===== src/rtl/sqrt_iter_param.sv =====
// sqrt_iter_param: iterative integer square root engine.
//   Computes out_root = floor(sqrt(in_radicand)) and out_rem = in_radicand - out_root^2
//   with the restoring digit-by-digit method. Each CALC clock resolves UNROLL root bits.
//   Control (IDLE/CALC/DONE FSM) and datapath live in this one block.
// Parameters:
//   WIDTH   radicand width (even, >= 4)
//   UNROLL  root bits resolved per CALC cycle (must divide WIDTH/2)
// Ports:
//   clk          rising-edge clock
//   rst          synchronous active-high reset (aborts any operation)
//   in_init      start request, only honoured in IDLE
//   in_radicand  operand, captured in the cycle in_init is accepted
//   out_busy     high in CALC and DONE
//   out_done     one-cycle pulse, results valid in that cycle
//   out_root     floor(sqrt(radicand)), held until next completion or reset
//   out_rem      radicand - root^2 (at most 2*root), held like out_root
module sqrt_iter_param #(
  parameter int WIDTH  = 16,
  parameter int UNROLL = 1
) (
  input  logic                 clk,
  input  logic                 rst,
  input  logic                 in_init,
  input  logic [WIDTH-1:0]     in_radicand,
  output logic                 out_busy,
  output logic                 out_done,
  output logic [WIDTH/2-1:0]   out_root,
  output logic [WIDTH/2:0]     out_rem
);

  localparam int N    = WIDTH / 2;
  localparam int ITER = N / UNROLL;
  localparam int CW   = (ITER > 1) ? $clog2(ITER) : 1;

  typedef enum logic [1:0] {
    IDLE = 2'd0,
    CALC = 2'd1,
    DONE = 2'd2
  } state_t;

  state_t           state;
  state_t           state_nxt;
  logic [WIDTH-1:0] x;
  logic [WIDTH-1:0] x_nxt;
  logic [N+1:0]     r;
  logic [N+1:0]     r_nxt;
  logic [N-1:0]     q;
  logic [N-1:0]     q_nxt;
  logic [CW-1:0]    count;

  // One restoring step: bring down the next radicand bit pair, try to subtract
  // the trial divisor {q,01}; keep the difference only if it is non-negative.
  // The partial remainder never exceeds 2*q, so shifting r[N-1:0] loses nothing.
  function automatic logic [2*N+1:0] sqrt_step(input logic [N+1:0] r_in,
                                               input logic [N-1:0] q_in,
                                               input logic [1:0]   pair);
    logic [N+1:0] r_sh;
    logic [N+1:0] t;
    r_sh = {r_in[N-1:0], pair};
    t    = {q_in, 2'b01};
    if (r_sh >= t) return {r_sh - t, q_in[N-2:0], 1'b1};
    else           return {r_sh, q_in[N-2:0], 1'b0};
  endfunction

  always_comb begin
    x_nxt = x;
    r_nxt = r;
    q_nxt = q;
    for (int i = 0; i < UNROLL; i++) begin
      {r_nxt, q_nxt} = sqrt_step(r_nxt, q_nxt, x_nxt[WIDTH-1 -: 2]);
      x_nxt = x_nxt << 2;
    end
  end

  always_comb begin
    state_nxt = state;
    out_busy  = 1'b0;
    out_done  = 1'b0;
    case (state)
      IDLE: begin
        if (in_init) state_nxt = CALC;
      end
      CALC: begin
        out_busy = 1'b1;
        if (count == '0) state_nxt = DONE;
      end
      DONE: begin
        out_busy  = 1'b1;
        out_done  = 1'b1;
        state_nxt = IDLE;
      end
      default: state_nxt = IDLE;
    endcase
  end

  always_ff @(posedge clk) begin
    if (rst) begin
      state    <= IDLE;
      x        <= '0;
      r        <= '0;
      q        <= '0;
      count    <= '0;
      out_root <= '0;
      out_rem  <= '0;
    end else begin
      state <= state_nxt;
      case (state)
        IDLE: begin
          if (in_init) begin
            x     <= in_radicand;
            r     <= '0;
            q     <= '0;
            count <= CW'(ITER - 1);
          end
        end
        CALC: begin
          x <= x_nxt;
          r <= r_nxt;
          q <= q_nxt;
          if (count == '0) begin
            // Results are loaded on entry to DONE so they are visible with out_done.
            out_root <= q_nxt;
            out_rem  <= r_nxt[N:0];
          end else begin
            count <= count - 1'b1;
          end
        end
        default: ;
      endcase
    end
  end

endmodule


===== config.mk =====
export PLATFORM = sky130hd
export DESIGN_NAME = sqrt_iter_param
export DESIGN_NICKNAME = d
export VERILOG_FILES = /design/src/rtl/sqrt_iter_param.sv
export SDC_FILE = /design/constraint.sdc
export NUM_CORES = 1
export LEC_CHECK = 0
export CAP_MARGIN = 0
export CORE_UTILIZATION = 52
export CTS_BUF_LIST = sky130_fd_sc_hd__clkbuf_2 sky130_fd_sc_hd__clkbuf_4 sky130_fd_sc_hd__clkbuf_8
export CTS_CLUSTER_DIAMETER = 60
export DETAILED_ROUTE_END_ITERATION = 12
export GPL_ROUTABILITY_DRIVEN = 0
export GPL_TIMING_DRIVEN = 0
export HOLD_SLACK_MARGIN = 0.12
export PLACE_DENSITY_LB_ADDON = 0.05
export SKIP_LAST_GASP = 1
export SYNTH_ARGS = -nofsm -noshare
export SYNTH_HDL_FRONTEND = slang
export SYNTH_SLANG_ARGS = --single-unit
export TNS_END_PERCENT = 30

===== constraint.sdc =====
create_clock -name clk -period 1.85 [get_ports clk]
set_input_delay 0.555 -clock clk [delete_from_list [all_inputs] [get_ports clk]]
set_output_delay 0.555 -clock clk [all_outputs]
set_load 0.02 [all_outputs]

[Yosys cells after proc, flatten, opt, wreduce, memory -nomap -nowiden]
Index checks and enable logic that the tools add are counted.
Word-level totals
  logic and storage cells: 38
  register bits after elaboration: 54
Operators by class
  reduce and logical (&&, ||, !) cells: 8
  multiplexer cells: 15
  add/subtract/negate cells: 2
  equal/unequal tests: 5
  $lt $le $gt $ge: 1
Operators with widths (number)
  $pmux 16 s2: 1
  $pmux 8 s2: 2
  $mux 17: 1
  $mux 16: 1
  $mux 8: 2
  $ge 10x10->1: 1
  $sub 9x9->9: 1
  $mux 3: 2
  $ne 2x2->1 const B: 3
  $pmux 3 s2: 1
  $reduce_and 2->1: 3
  $mux 2: 2
  $pmux 2 s2: 1
  $logic_not 3->1: 1
  $reduce_and 3->1: 1
  $sub 3x1->3 const B: 1
  $eq 2x1->1 const B: 1
  $eq 2x2->1 const B: 1
  $logic_not 2->1: 1
  $mux 1: 2
  $reduce_bool 2->1: 1
  $reduce_or 2->1: 1

[Longest topological paths before layout]
Gate-level depths: netlist of run 1.
  depth in word-level cells: 3
  depth in mapped cells: 9
  depth with buffers taken out: 7

[Worst setup path after synthesis of run 1]
Ideal clock, no wire load.
  path kind: register to register
  start point: register x[14]
  end point: register r[7]
  setup time: 133 ps
  data arrival time: 1788 ps
  setup slack: -70 ps
  required time: 1717 ps
  clock period less this slack: 1920 ps
  path buffers: 0
  stages on the path, launching flop included: 8
  cell sequence: dfxtp_1 inv_1 ha_1 and2b_4 o211a_4 o21bai_4 a2111oi_1 o21ai_1
Between the ends
  word-level cells in the longest chain between the ends: 3
  elaborated cells between the ends (all ways): 4
  those cells by class: add/sub (1); order compare (1); mux (2)
RTL lines
  start: declaration: line 43  | logic [WIDTH-1:0] x;
  start signal: assignment: line 110  | x <= in_radicand;
  start signal: assignment: line 117  | x <= x_nxt;
  $sub 9x9->9 or $ge 10x10->1 (tied branches): line 61  | if (r_sh >= t) return {r_sh - t, q_in[N-2:0], 1'b1};
  $mux 17 *: line 61
  $pmux 8 s2 *: line 107  | case (state)
  end signal: assignment: line 118  | r <= r_nxt;
  end: declaration: line 45  | logic [N+1:0] r;
Every way passes the cells marked *; elsewhere a longest branch is shown, timed or not.
A chain may end at the register's enable or synchronous reset.

[Worst setup path in the final report of run 1]
  start point: register r[0]
  end point: register out_rem[4]
Between the ends
  word-level cells in the longest chain between the ends: 2
  elaborated cells between the ends (all ways): 3
  those cells by class: add/sub (1); order compare (1); mux (1)
RTL lines
  $sub 9x9->9 or $ge 10x10->1 (tied branches): line 61
  $mux 17 *: line 61
  end signal: assignment: line 123  | out_rem <= r_nxt[N:0];
  end: declaration: line 28  | output logic [WIDTH/2:0] out_rem
Marked as above.

==> results of run 1 <==
## cell usage in the layout, fill, tap and decap left out, types with 2 or more instances in the layout
cell type	netlist	final
ha_1	15	5
clkdlybuf4s50_1	0	34
o21a_1	4	4
a21oi_2	0	2
dfxtp_4	0	2
a21oi_1	23	20
o21ai_0	4	4
buf_2	7	7
dfxtp_2	0	11
nor2_1	47	46
clkbuf_1	10	3
and2_1	2	2
nand4_1	7	7
ha_4	0	10
clkbuf_2	0	5
nand3_2	3	4
xnor2_1	3	3
inv_2	0	4
nor2b_1	2	2
clkbuf_8	0	5
mux2i_1	15	14
clkbuf_4	0	2
o21ai_1	7	6
a32o_1	3	3
o211ai_1	6	6
a311oi_1	2	2
dfxtp_1	54	41
inv_1	16	11
o21ai_2	2	2
buf_4	2	22
dlygate4sd2_1	0	2
a211oi_1	20	20
nand2_1	29	29
a311oi_2	3	3
a22oi_1	7	7
nand3_1	13	12
## stage by stage
step	cell area (µm²)	std cells	power [µW]	setup WS, ns
after CTS	3770	468	4450	-0.104
after detailed placement	3380	445	3330	-0.563
after global routing	3910	472	5040	-0.0977
after global placement	3380	445	3300	-0.537
final	3910	472	4780	-0.0545
after floorplan	2920	338	2850	0.0156
## where the power goes
group	switching (µW)	internal, µW	total, µW
Combinational	1370	1190	2560
Sequential	111	1300	1410
Clock	393	419	812
## state kept, by name, indices dropped and copies added (netlist names)
| register | flops |
|---|---|
| out_root | 8 |
| r | 8 |
| x | 16 |
| out_rem | 9 |
| q | 8 |
| state | 2 |
| count | 3 |
## final cells by class
cell class                      count  area, µm²  share of cell area [%]
Tap cell                           70       87.6                    2.24
Clock inverter                      2       37.5                   0.960
Clock buffer                        6       76.3                    1.95
Sequential cell                    54       1100                    28.2
Buffer                             20        123                    3.14
Multi-Input combinational cell    246       1880                    48.1
Inverter                           16       62.6                    1.60
Timing Repair Buffer               58        542                    13.9
## worst max path at each step
stage / from / to / slack, ns / cells past startpoint
4_1_cts: rst / x[3] / -0.10 / 4
2_1_floorplan: q[1] / out_rem[5] / 0.02 / 8
3_5_place_dp: in_init / r[6] / -0.56 / 8
6_report: r[0] / out_rem[4] / -0.05 / 7
3_3_place_gp: in_init / r[6] / -0.54 / 8
5_1_grt: q[1] / out_rem[4] / -0.1 / 8
## worst register-to-register path: cells and delay by family, from the launching register on
| kind | cells | cell delay [ns] |
|---|---|---|
| DFF | 1 | 0.37 |
| and+or+nand+nor | 2 | 0.26 |
| AOI/OAI and AO/OA | 3 | 0.77 |
| adders and majority gates | 1 | 0.25 |
| buffers and inverters | 1 | 0.18 |
## metal layers
| metal | GRT usage [%] | wire, µm | part of all wire, % | up-vias |
|---|---|---|---|---|
| met3 | 5.00 | 369 | 4.9 | 15 |
| met4 | 9.81 | 163 | 2.2 | 0 |
| met5 | 0 | 0 | 0 | - |
| met2 | 42.5 | 3660 | 49 | 75 |
| li1 | - | - | - | 1354 |
| met1 | 32.2 | 3320 | 44 | 1283 |
## repair_timing
item,4_1_cts,5_1_grt
gates cloned,1,1
gates resized for setup,45,32
buffers inserted,14,5
pin swaps,8,5
endpoints found under the setup margin,39,64
## kinds of logic (layout without fill, tap and decap cells)
logic type / after synthesis / after routing / synth area share (%)
adder cells (fa/ha/maj): 15 / 15 / 6.47
AND/OR/NAND/NOR: 113 / 113 / 18.0
AO/OA/AOI/OAI: 98 / 98 / 25.5
XOR/XNOR: 4 / 4 / 1.21
buffers and inverters: 38 / 102 / 6.00
flip-flops: 54 / 54 / 37.3
multiplexers: 16 / 16 / 5.56
==> impl_metrics.ini, run 1 <==
[drt]
wl_per_cell_um = 15.9
remaining_drc_errors = 0
finalWirelength_um = 7520
first_pass_iters = 5
drtIter0Drc = 152
avgViaCountPerCell = 5.78
routed-via-count = 2727
ant_nets = 0

[min_path]
min_path_cells = 2
hold_end = out_root[4]
min_path_type = reg -> reg
worstHoldStart = out_root[4]

[clocking]
clkTransAtPathRegs_ns = 0.10
cts_hold_buf = 0
clock_latency_ns = 0.31
numClockSinks = 54
cts_tree = done
cts_buffers = 5
htree_levels = 2
clk_path_buf_depth = 2
root_buffer = clkbuf_8

[global_route]
grt_use_total_pct = 25.5
grt_pass1_vias = 2536
antenna_found_initial = 0
grt_pass1_wl_um = 12000
grt_overflow = 0
grt_max_degree = 17

[layout]
nFillCells = 399
drive_above_1_share_pct = 26.6
post-route-util_pct = 74.7
area_growth_pct = 34.9
antenna_cells = 0
final_nets = 435

[timing]
period_needed_ns = 1.90
finalCritPeriodShare_pct = 103
finalHoldViolations = 0
worst_slack_ns = -0.0545
relSlewSlack_pct = 63.3
whs_ns = 0.459
setup_violations = 7
max_freq_ghz = 0.525
max_slew.worst_pin.slew_ns = 0.540
clock-skew-final_ns = 0.00826
totalNegativeSetupSlack_ns = -0.189
rsz0062_at_grt = yes
slew_viol_final = 0

[setup_path]
slowest_delay_ns = 0.37
crit_required_ns = 2.07
cp-end-kind = register
cp_cell_sequence = ha_4 > and2b_4 > o211a_4 > o21bai_4 > buf_6 > nand3_2 > a311oi_2
cp_max_fo = 5
arrival_ns = 2.12
slowest_stage = dfxtp_4
crit_type = reg -> reg
crit_path_start_kind = register
path_buf_inv = 1
reg2reg_slack_ns = -0.05
r2r-start = r[0]
rr_endpoint = out_rem[4]
crit_family = compound AO/OA/AOI/OAI gates
r2r_cells = 7

[synthesis]
synthTopCellsByArea = dfxtp_1 37%, ha_1 6.5%, nor2_1 6.1%, a211oi_1 5.2%, mux2i_1 5.2%
netlist.area_leader.share_pct = 37.3
synth_top_cell_by_area = dfxtp_1
ys_ff_latch = 54
synth.avg_cell_area_um2 = 8.58
synthArstFlopShare_pct = 0
post-synth-top-count-cell = dfxtp_1
syn_inst = 338
ys_seq_area_share_pct = 37.3
synth_nets = 372
ys.flop_type = dfxtp_1
synthTopCellsByCount = 54 x dfxtp_1, 47 x nor2_1, 29 x nand2_1
synth.distinct_cells = 55
syn_area_mm2 = 0.00290
synth-edff-count = 0
yosys_warnings = 0

[run]
max-cap-violations = 0

[power]
ir_drop_mv = 0.669
leakage_uw = 0.00144
power_density_mw_per_mm2 = 1220

[status]
status = finished, violations left
failed_checks = setup timing

[floorplan]
core-area_mm2 = 0.00524
die_w_um = 76.7
rows = 26
boundaryPins = 38
dieArea_mm2 = 0.00588
die_height_um = 76.7
initial_core_util_pct = 55.4

[placement]
hpwl_um = 5050
portBuffers = 37
(Power assumes the default switching activity.)
==> run 2: changes to the inputs <==
Settings changed: CTS_CLUSTER_DIAMETER 60 to unset.
==> results of run 2 <==
No change in the layout: final DEF, timing and power equal those of run 1.
